<file path="src/rtl/mux_scan_pkg.sv">
// ---------------------------------------------------------------------------
// mux_scan_pkg
// Shared types and constants for the 64:1 mux scan-capture block.
//   scan_state_e : FSM states of the scanner
//   SEL_W_DEF    : default select width (64 channels)
//   SETTLE_MAX   : largest settle time the 4-bit settle counter can express
//   CH_N         : default channel count
// ---------------------------------------------------------------------------
package mux_scan_pkg;

  typedef enum logic [1:0] {
    IDLE   = 2'd0,
    SETTLE = 2'd1,
    SAMPLE = 2'd2,
    HOLD   = 2'd3
  } scan_state_e;

  localparam int SEL_W_DEF  = 6;
  localparam int SETTLE_MAX = 15;
  localparam int CH_N       = 64;

endpackage : mux_scan_pkg

</file>
<file path="src/rtl/mux_scan_settle_cnt.sv">
// ---------------------------------------------------------------------------
// mux_scan_settle_cnt
// 4-bit settle-time counter for the scanner.
//   clk     : clock, rising edge
//   rst_n   : asynchronous active-low reset
//   clear_i : force count to 0 (has priority over en_i)
//   en_i    : increment count
//   done_o  : count has reached SETTLE_CYCLES-1, i.e. the current cycle is
//             the last settle cycle of the channel
// SETTLE_CYCLES must lie in 1..SETTLE_MAX.
// ---------------------------------------------------------------------------
module mux_scan_settle_cnt
  import mux_scan_pkg::*;
#(
  parameter int SETTLE_CYCLES = 2
) (
  input  logic clk,
  input  logic rst_n,
  input  logic clear_i,
  input  logic en_i,
  output logic done_o
);

  logic [3:0] cnt_q;
  logic [3:0] cnt_d;

  always_comb begin
    cnt_d = cnt_q;
    if (clear_i) begin
      cnt_d = '0;
    end else if (en_i) begin
      cnt_d = cnt_q + 4'd1;
    end
  end

  always_ff @(posedge clk or negedge rst_n) begin
    if (!rst_n) begin
      cnt_q <= '0;
    end else begin
      cnt_q <= cnt_d;
    end
  end

  assign done_o = (cnt_q == 4'(SETTLE_CYCLES - 1));

endmodule : mux_scan_settle_cnt

</file>
<file path="src/rtl/mux64_scan_capture.sv">
// ---------------------------------------------------------------------------
// mux64_scan_capture
// Steps a 64:1 bit mux through every channel, waits SETTLE_CYCLES per channel,
// samples the mux output and publishes the assembled 64-bit word on a
// valid/ready handshake. A scan is launched by a one-cycle start pulse.
//   clk           : clock, rising edge
//   rst_n         : asynchronous active-low reset (aborts any scan)
//   start_i       : scan request, only honoured in IDLE
//   busy_o        : scan in progress or word awaiting acceptance
//   sel_o         : channel select to the mux
//   mux_out_i     : mux output bit
//   word_o        : captured word, bit i sampled while sel_o == i
//   word_valid_o  : word available, held until accepted
//   word_ready_i  : consumer accepts when word_valid_o && word_ready_i
//   word_parity_o : XOR of word_o, only when MUX_SCAN_PARITY_EN is defined
// Optional feature macro: MUX_SCAN_PARITY_EN.
// ---------------------------------------------------------------------------
module mux64_scan_capture
  import mux_scan_pkg::*;
#(
  parameter int SEL_W         = SEL_W_DEF,
  parameter int SETTLE_CYCLES = 2
) (
  input  logic                    clk,
  input  logic                    rst_n,
  input  logic                    start_i,
  output logic                    busy_o,
  output logic [SEL_W-1:0]        sel_o,
  input  logic                    mux_out_i,
  output logic [(2**SEL_W)-1:0]   word_o,
  output logic                    word_valid_o,
  input  logic                    word_ready_i
`ifdef MUX_SCAN_PARITY_EN
  ,
  output logic                    word_parity_o
`endif
);

  localparam int CH = 2 ** SEL_W;
  localparam logic [SEL_W-1:0] SEL_LAST = SEL_W'(CH - 1);

  scan_state_e      state_q;
  logic [SEL_W-1:0] sel_q;
  logic             busy_q;
  logic [CH-1:0]    cap_q;
  logic [CH-1:0]    word_q;
  logic             word_valid_q;
  logic [CH-1:0]    word_d;
  logic             settle_done;
`ifdef MUX_SCAN_PARITY_EN
  logic             word_parity_q;
`endif

  // Counter runs only while settling and restarts from zero on every entry
  // into SETTLE, since every other state holds it cleared.
  mux_scan_settle_cnt #(
    .SETTLE_CYCLES(SETTLE_CYCLES)
  ) u_settle_cnt (
    .clk    (clk),
    .rst_n  (rst_n),
    .clear_i(state_q != SETTLE),
    .en_i   (state_q == SETTLE),
    .done_o (settle_done)
  );

  // The last channel's sample is still in flight when the word is published,
  // so it is merged straight from the mux rather than from cap_q.
  for (genvar gi = 0; gi < CH; gi++) begin : g_word_merge
    if (gi == CH - 1) begin : g_last
      assign word_d[gi] = mux_out_i;
    end else begin : g_rest
      assign word_d[gi] = cap_q[gi];
    end
  end

  always_ff @(posedge clk or negedge rst_n) begin
    if (!rst_n) begin
      state_q       <= IDLE;
      sel_q         <= '0;
      busy_q        <= 1'b0;
      cap_q         <= '0;
      word_q        <= '0;
      word_valid_q  <= 1'b0;
`ifdef MUX_SCAN_PARITY_EN
      word_parity_q <= 1'b0;
`endif
    end else begin
      case (state_q)
        IDLE: begin
          if (start_i) begin
            state_q <= SETTLE;
            sel_q   <= '0;
            busy_q  <= 1'b1;
          end
        end
        SETTLE: begin
          if (settle_done) begin
            state_q <= SAMPLE;
          end
        end
        SAMPLE: begin
          cap_q[sel_q] <= mux_out_i;
          if (sel_q == SEL_LAST) begin
            state_q       <= HOLD;
            word_q        <= word_d;
            word_valid_q  <= 1'b1;
`ifdef MUX_SCAN_PARITY_EN
            word_parity_q <= ^word_d;
`endif
          end else begin
            state_q <= SETTLE;
            sel_q   <= sel_q + SEL_W'(1);
          end
        end
        HOLD: begin
          // A start coinciding with the accept is dropped: IDLE is entered
          // only after this edge, and start is looked at only in IDLE.
          if (word_ready_i) begin
            state_q      <= IDLE;
            busy_q       <= 1'b0;
            word_valid_q <= 1'b0;
          end
        end
        default: begin
          state_q <= IDLE;
          busy_q  <= 1'b0;
        end
      endcase
    end
  end

  assign busy_o        = busy_q;
  assign sel_o         = sel_q;
  assign word_o        = word_q;
  assign word_valid_o  = word_valid_q;
`ifdef MUX_SCAN_PARITY_EN
  assign word_parity_o = word_parity_q;
`endif

endmodule : mux64_scan_capture

</file>
<file path="config.mk">
export PLATFORM = sky130hd
export DESIGN_NAME = mux64_scan_capture
export DESIGN_NICKNAME = d
export VERILOG_FILES = /design/src/rtl/mux_scan_pkg.sv /design/src/rtl/mux_scan_settle_cnt.sv /design/src/rtl/mux64_scan_capture.sv
export SDC_FILE = /design/constraint.sdc
export NUM_CORES = 1
export LEC_CHECK = 0
export CAP_MARGIN = 25
export CORE_UTILIZATION = 60
export DETAILED_ROUTE_END_ITERATION = 16
export PLACE_DENSITY = 0.81
export REMOVE_ABC_BUFFERS = 1
export SYNTH_ARGS = -nofsm -noshare
export SYNTH_HDL_FRONTEND = slang
export SYNTH_SLANG_ARGS = --single-unit
</file>
<file path="constraint.sdc">
create_clock -name clk -period 3.6 [get_ports clk]
set_input_delay 0.54 -clock clk [delete_from_list [all_inputs] [get_ports clk]]
set_output_delay 0.54 -clock clk [all_outputs]
set_load 0.01 [all_outputs]
</file>
==> flow_summary_export.csv <==
group,metric,value,unit
synthesis,yosysTopAreaCell,"dfrtp_1",
critical_path,end_kind,"register",
critical_path,r2r_slack,1.02,ns
critical_path,cp_max_fo,46,
power,peakVddDrop,0.000371,V
placed_design,port_buffers,76,
timing,post-route-min-period,2.58,ns
critical_path,worstPathRequired,4.01,ns
critical_path,rr_startpoint,"sel_o[3]$_DFFE_PN0P_",
grt,grt_pass1_wl,20.4,mm
floorplanning,die_area,10800,sq um
routing,via_per_inst,5.81,
critical_path,start_kind,"register",
critical_path,cp_cell_sequence,"and3_1, and3_4, mux2_2",
timing,worst_slew_pin_slew,0.850,ns
placed_design,dpl-instance-area,6930,sq um
cts,cts_hold_buf,0,
timing,slew_violations,0,
finish,drive_gt1_share,33.5,%
finish,multi_input_area,2390,sq um
hold_path,min_path_type,"input port to register",
flow_run,max_cap_viol_count,0,
finish,finalNetCount,518,
synthesis,ys_warn_count,0,
synthesis,ys.flop_type,"dfrtp_1",
cts,cts_max_level,4,
power,leakage,3.26,nW
timing,fmax,388,MHz
finish,insertedDiodeCount,0,
synthesis,async_flop_share,100,%
cts,clkTransAtPathRegs,0.06,ns
timing,slew_headroom,43.3,%
timing,min_period_over_period,71.6,%
grt,overflow,0,
grt,antenna_found_initial,0,
floorplanning,coreArea,9910,sq um
cts,cts_tree,"built",
cts,cts_setup_buffers,0,
floorplanning,io_pins,77,
routing,wl_per_cell,18.5,microns
floorplanning,chipHeight,104,microns
placed_design,gp_congestion,0.753,
synthesis,synth-seq-cells,141,
synthesis,synthTopCellsByCount,"141 x dfrtp_1, 82 x mux2_2, 53 x nand3_1",
synthesis,syn_area,6210,sq um
cts,cts_sinks,141,
routing,totalWireLength,12.1,mm
critical_path,cpPeakStageDelay,0.83,ns
timing,hold_viol_final,0,
finish,syn2layout_area_growth,21.9,%
finish,final_cells,656,
routing,dr_total_vias,3809,
routing,first_iter_violations,273,
critical_path,cp.arrival,2.98,ns
cts,cts_resized,0,
synthesis,yosys.cell_count.top_type,"dfrtp_1",
hold_path,min-delay-start,"mux_out_i",
timing,grt_setup_unrepaired,"false",
cts,clock_latency,0.52,ns
critical_path,cp_slowest_cell,"and3_4",
floorplanning,initial_core_util,62.7,%
synthesis,syn_inst,444,
grt,grt_pass1_vias,3888,
critical_path,critical_path_class,"register to register",
synthesis,ys_seq_area_share,56.8,%
synthesis,synth_area_leaders,"dfrtp_1 57%, mux2_2 15%, mux2_4 9.7%",
timing,setup_violations,0,
routing,drcViolationCount,0,
run_status,status,"finished clean",
placed_design,dp_hpwl,7.36,mm
routing,drtPass1Iterations,5,
finish,fillCellCount,619,
power,power.density,617,nW/um^2
finish,final_area,7580,sq um
synthesis,netlist.area_leader.share,56.8,%
timing,setup-tns-final,0,ns
floorplanning,num_rows,36,
synthesis,synth-edff-count,0,
grt,grt_max_degree,122,
timing,skew,0.00661,ns
routing,postRouteAntennaNets,0,
synthesis,synth.distinct_cells,41,
critical_path,critPathLaunch,"sel_o[3]$_DFFE_PN0P_",
grt,track_usage,24.4,%
cts,ctsRootBufferMaster,"clkbuf_8",
synthesis,avgSynthCellArea,14.0,sq um
cts,clk_path_buf_depth,2,
floorplanning,dieWidth,104,microns
finish,regArea,3530,sq um
placed_design,dp.cells,621,
cts,cts_made_buffers,17,
## worst max-delay path, delay by kind of cell (launching register included)
| kind | cells | cell delay, ns |
|---|---|---|
| and+or+nand+nor | 2 | 1.39 |
| DFF | 1 | 0.59 |
| muxes | 1 | 0.42 |
## kinds of logic (layout without fill, tap and decap cells)
family | count (synthesis) | count (layout) | synth area share, %
flops | 141 | 141 | 56.8
mux | 128 | 128 | 25.6
simple gates | 108 | 108 | 10.2
buf+inv | 46 | 125 | 4.73
compound gates | 16 | 16 | 1.77
fa+ha+maj | 3 | 3 | 0.604
xor+xnor | 2 | 2 | 0.282
## power breakdown
part | total (mW) | internal, mW | switching [mW]
clock | 1.72 | 1.08 | 0.633
combinational | 0.975 | 0.433 | 0.541
sequential | 1.98 | 1.80 | 0.186
total | 4.68 | 3.32 | 1.36
## cells in the final DEF (no fill, tap or decap), drive strengths merged, types with 2 or more instances in the layout
cell type,synthesis,layout
nand2,9,9
ha,3,3
nor3b,5,5
nor3,2,2
and2,2,2
buf,28,13
and3b,4,4
nand4,16,16
clkinv,0,7
inv,5,5
nor2,7,7
a21oi,3,3
a31oi,4,4
and3,2,2
dfrtp,141,141
nand3,54,54
nor2b,4,4
clkinvlp,0,2
o211ai,2,2
clkdlybuf4s50,0,74
clkbuf,13,20
o21ai,3,3
mux2,127,127
nand2b,2,2
bufinv,0,3
## final cells by class
| class | instances | share of cell area (%) |
|---|---|---|
| Tap cell | 133 | 2.20 |
| Timing Repair Buffer | 88 | 11.6 |
| Multi-Input combinational cell | 257 | 31.6 |
| Clock inverter | 12 | 1.90 |
| Inverter | 5 | 0.248 |
| Clock buffer | 20 | 5.88 |
| Sequential cell | 141 | 46.6 |
## registers in the layout, summed over array words and instances, names as in the netlist
name / count
word_valid_o: 1
busy_o: 1
u_settle_cnt.cnt_q: 4
sel_o: 6
cap_q: 63
state_q: 2
word_o: 64
## metal layers
metal / track usage [%] / vias to the layer above / wire (microns)
met5: 0 / - / 0
met4: 8.06 / 0 / 171
met3: 5.79 / 16 / 612
met2: 39.3 / 128 / 5940
met1: 32.8 / 1941 / 5380
li1: - / 1724 / -
## through the flow
stage / hold WS (ns) / setup WS [ns] / total power, mW / util, %
floorplan: 0.244 / 1.22 / 2.47 / -
global placement: 0.463 / 1.20 / 2.90 / 69.9
detailed placement: 0.473 / 1.07 / 2.95 / 69.9
CTS: 0.219 / 1.04 / 4.68 / 75.9
global route: 0.305 / 0.883 / 4.86 / 76.5
finish: 0.323 / 1.02 / 4.68 / 76.5
## worst paths after layout
path                                                to  depth (start not counted)
worst max-delay path            word_o[20]$_DFFE_PN0P_                          3
max in group asynchronous       word_o[62]$_DFFE_PN0P_                          3
worst max register to register  word_o[20]$_DFFE_PN0P_                          3
worst min-delay path             cap_q[57]$_DFFE_PN0P_                          2
min in group asynchronous        cap_q[44]$_DFFE_PN0P_                          2
worst min register to register   word_o[8]$_DFFE_PN0P_                          1
No activity file was read; power rests on OpenSTA's default activity.
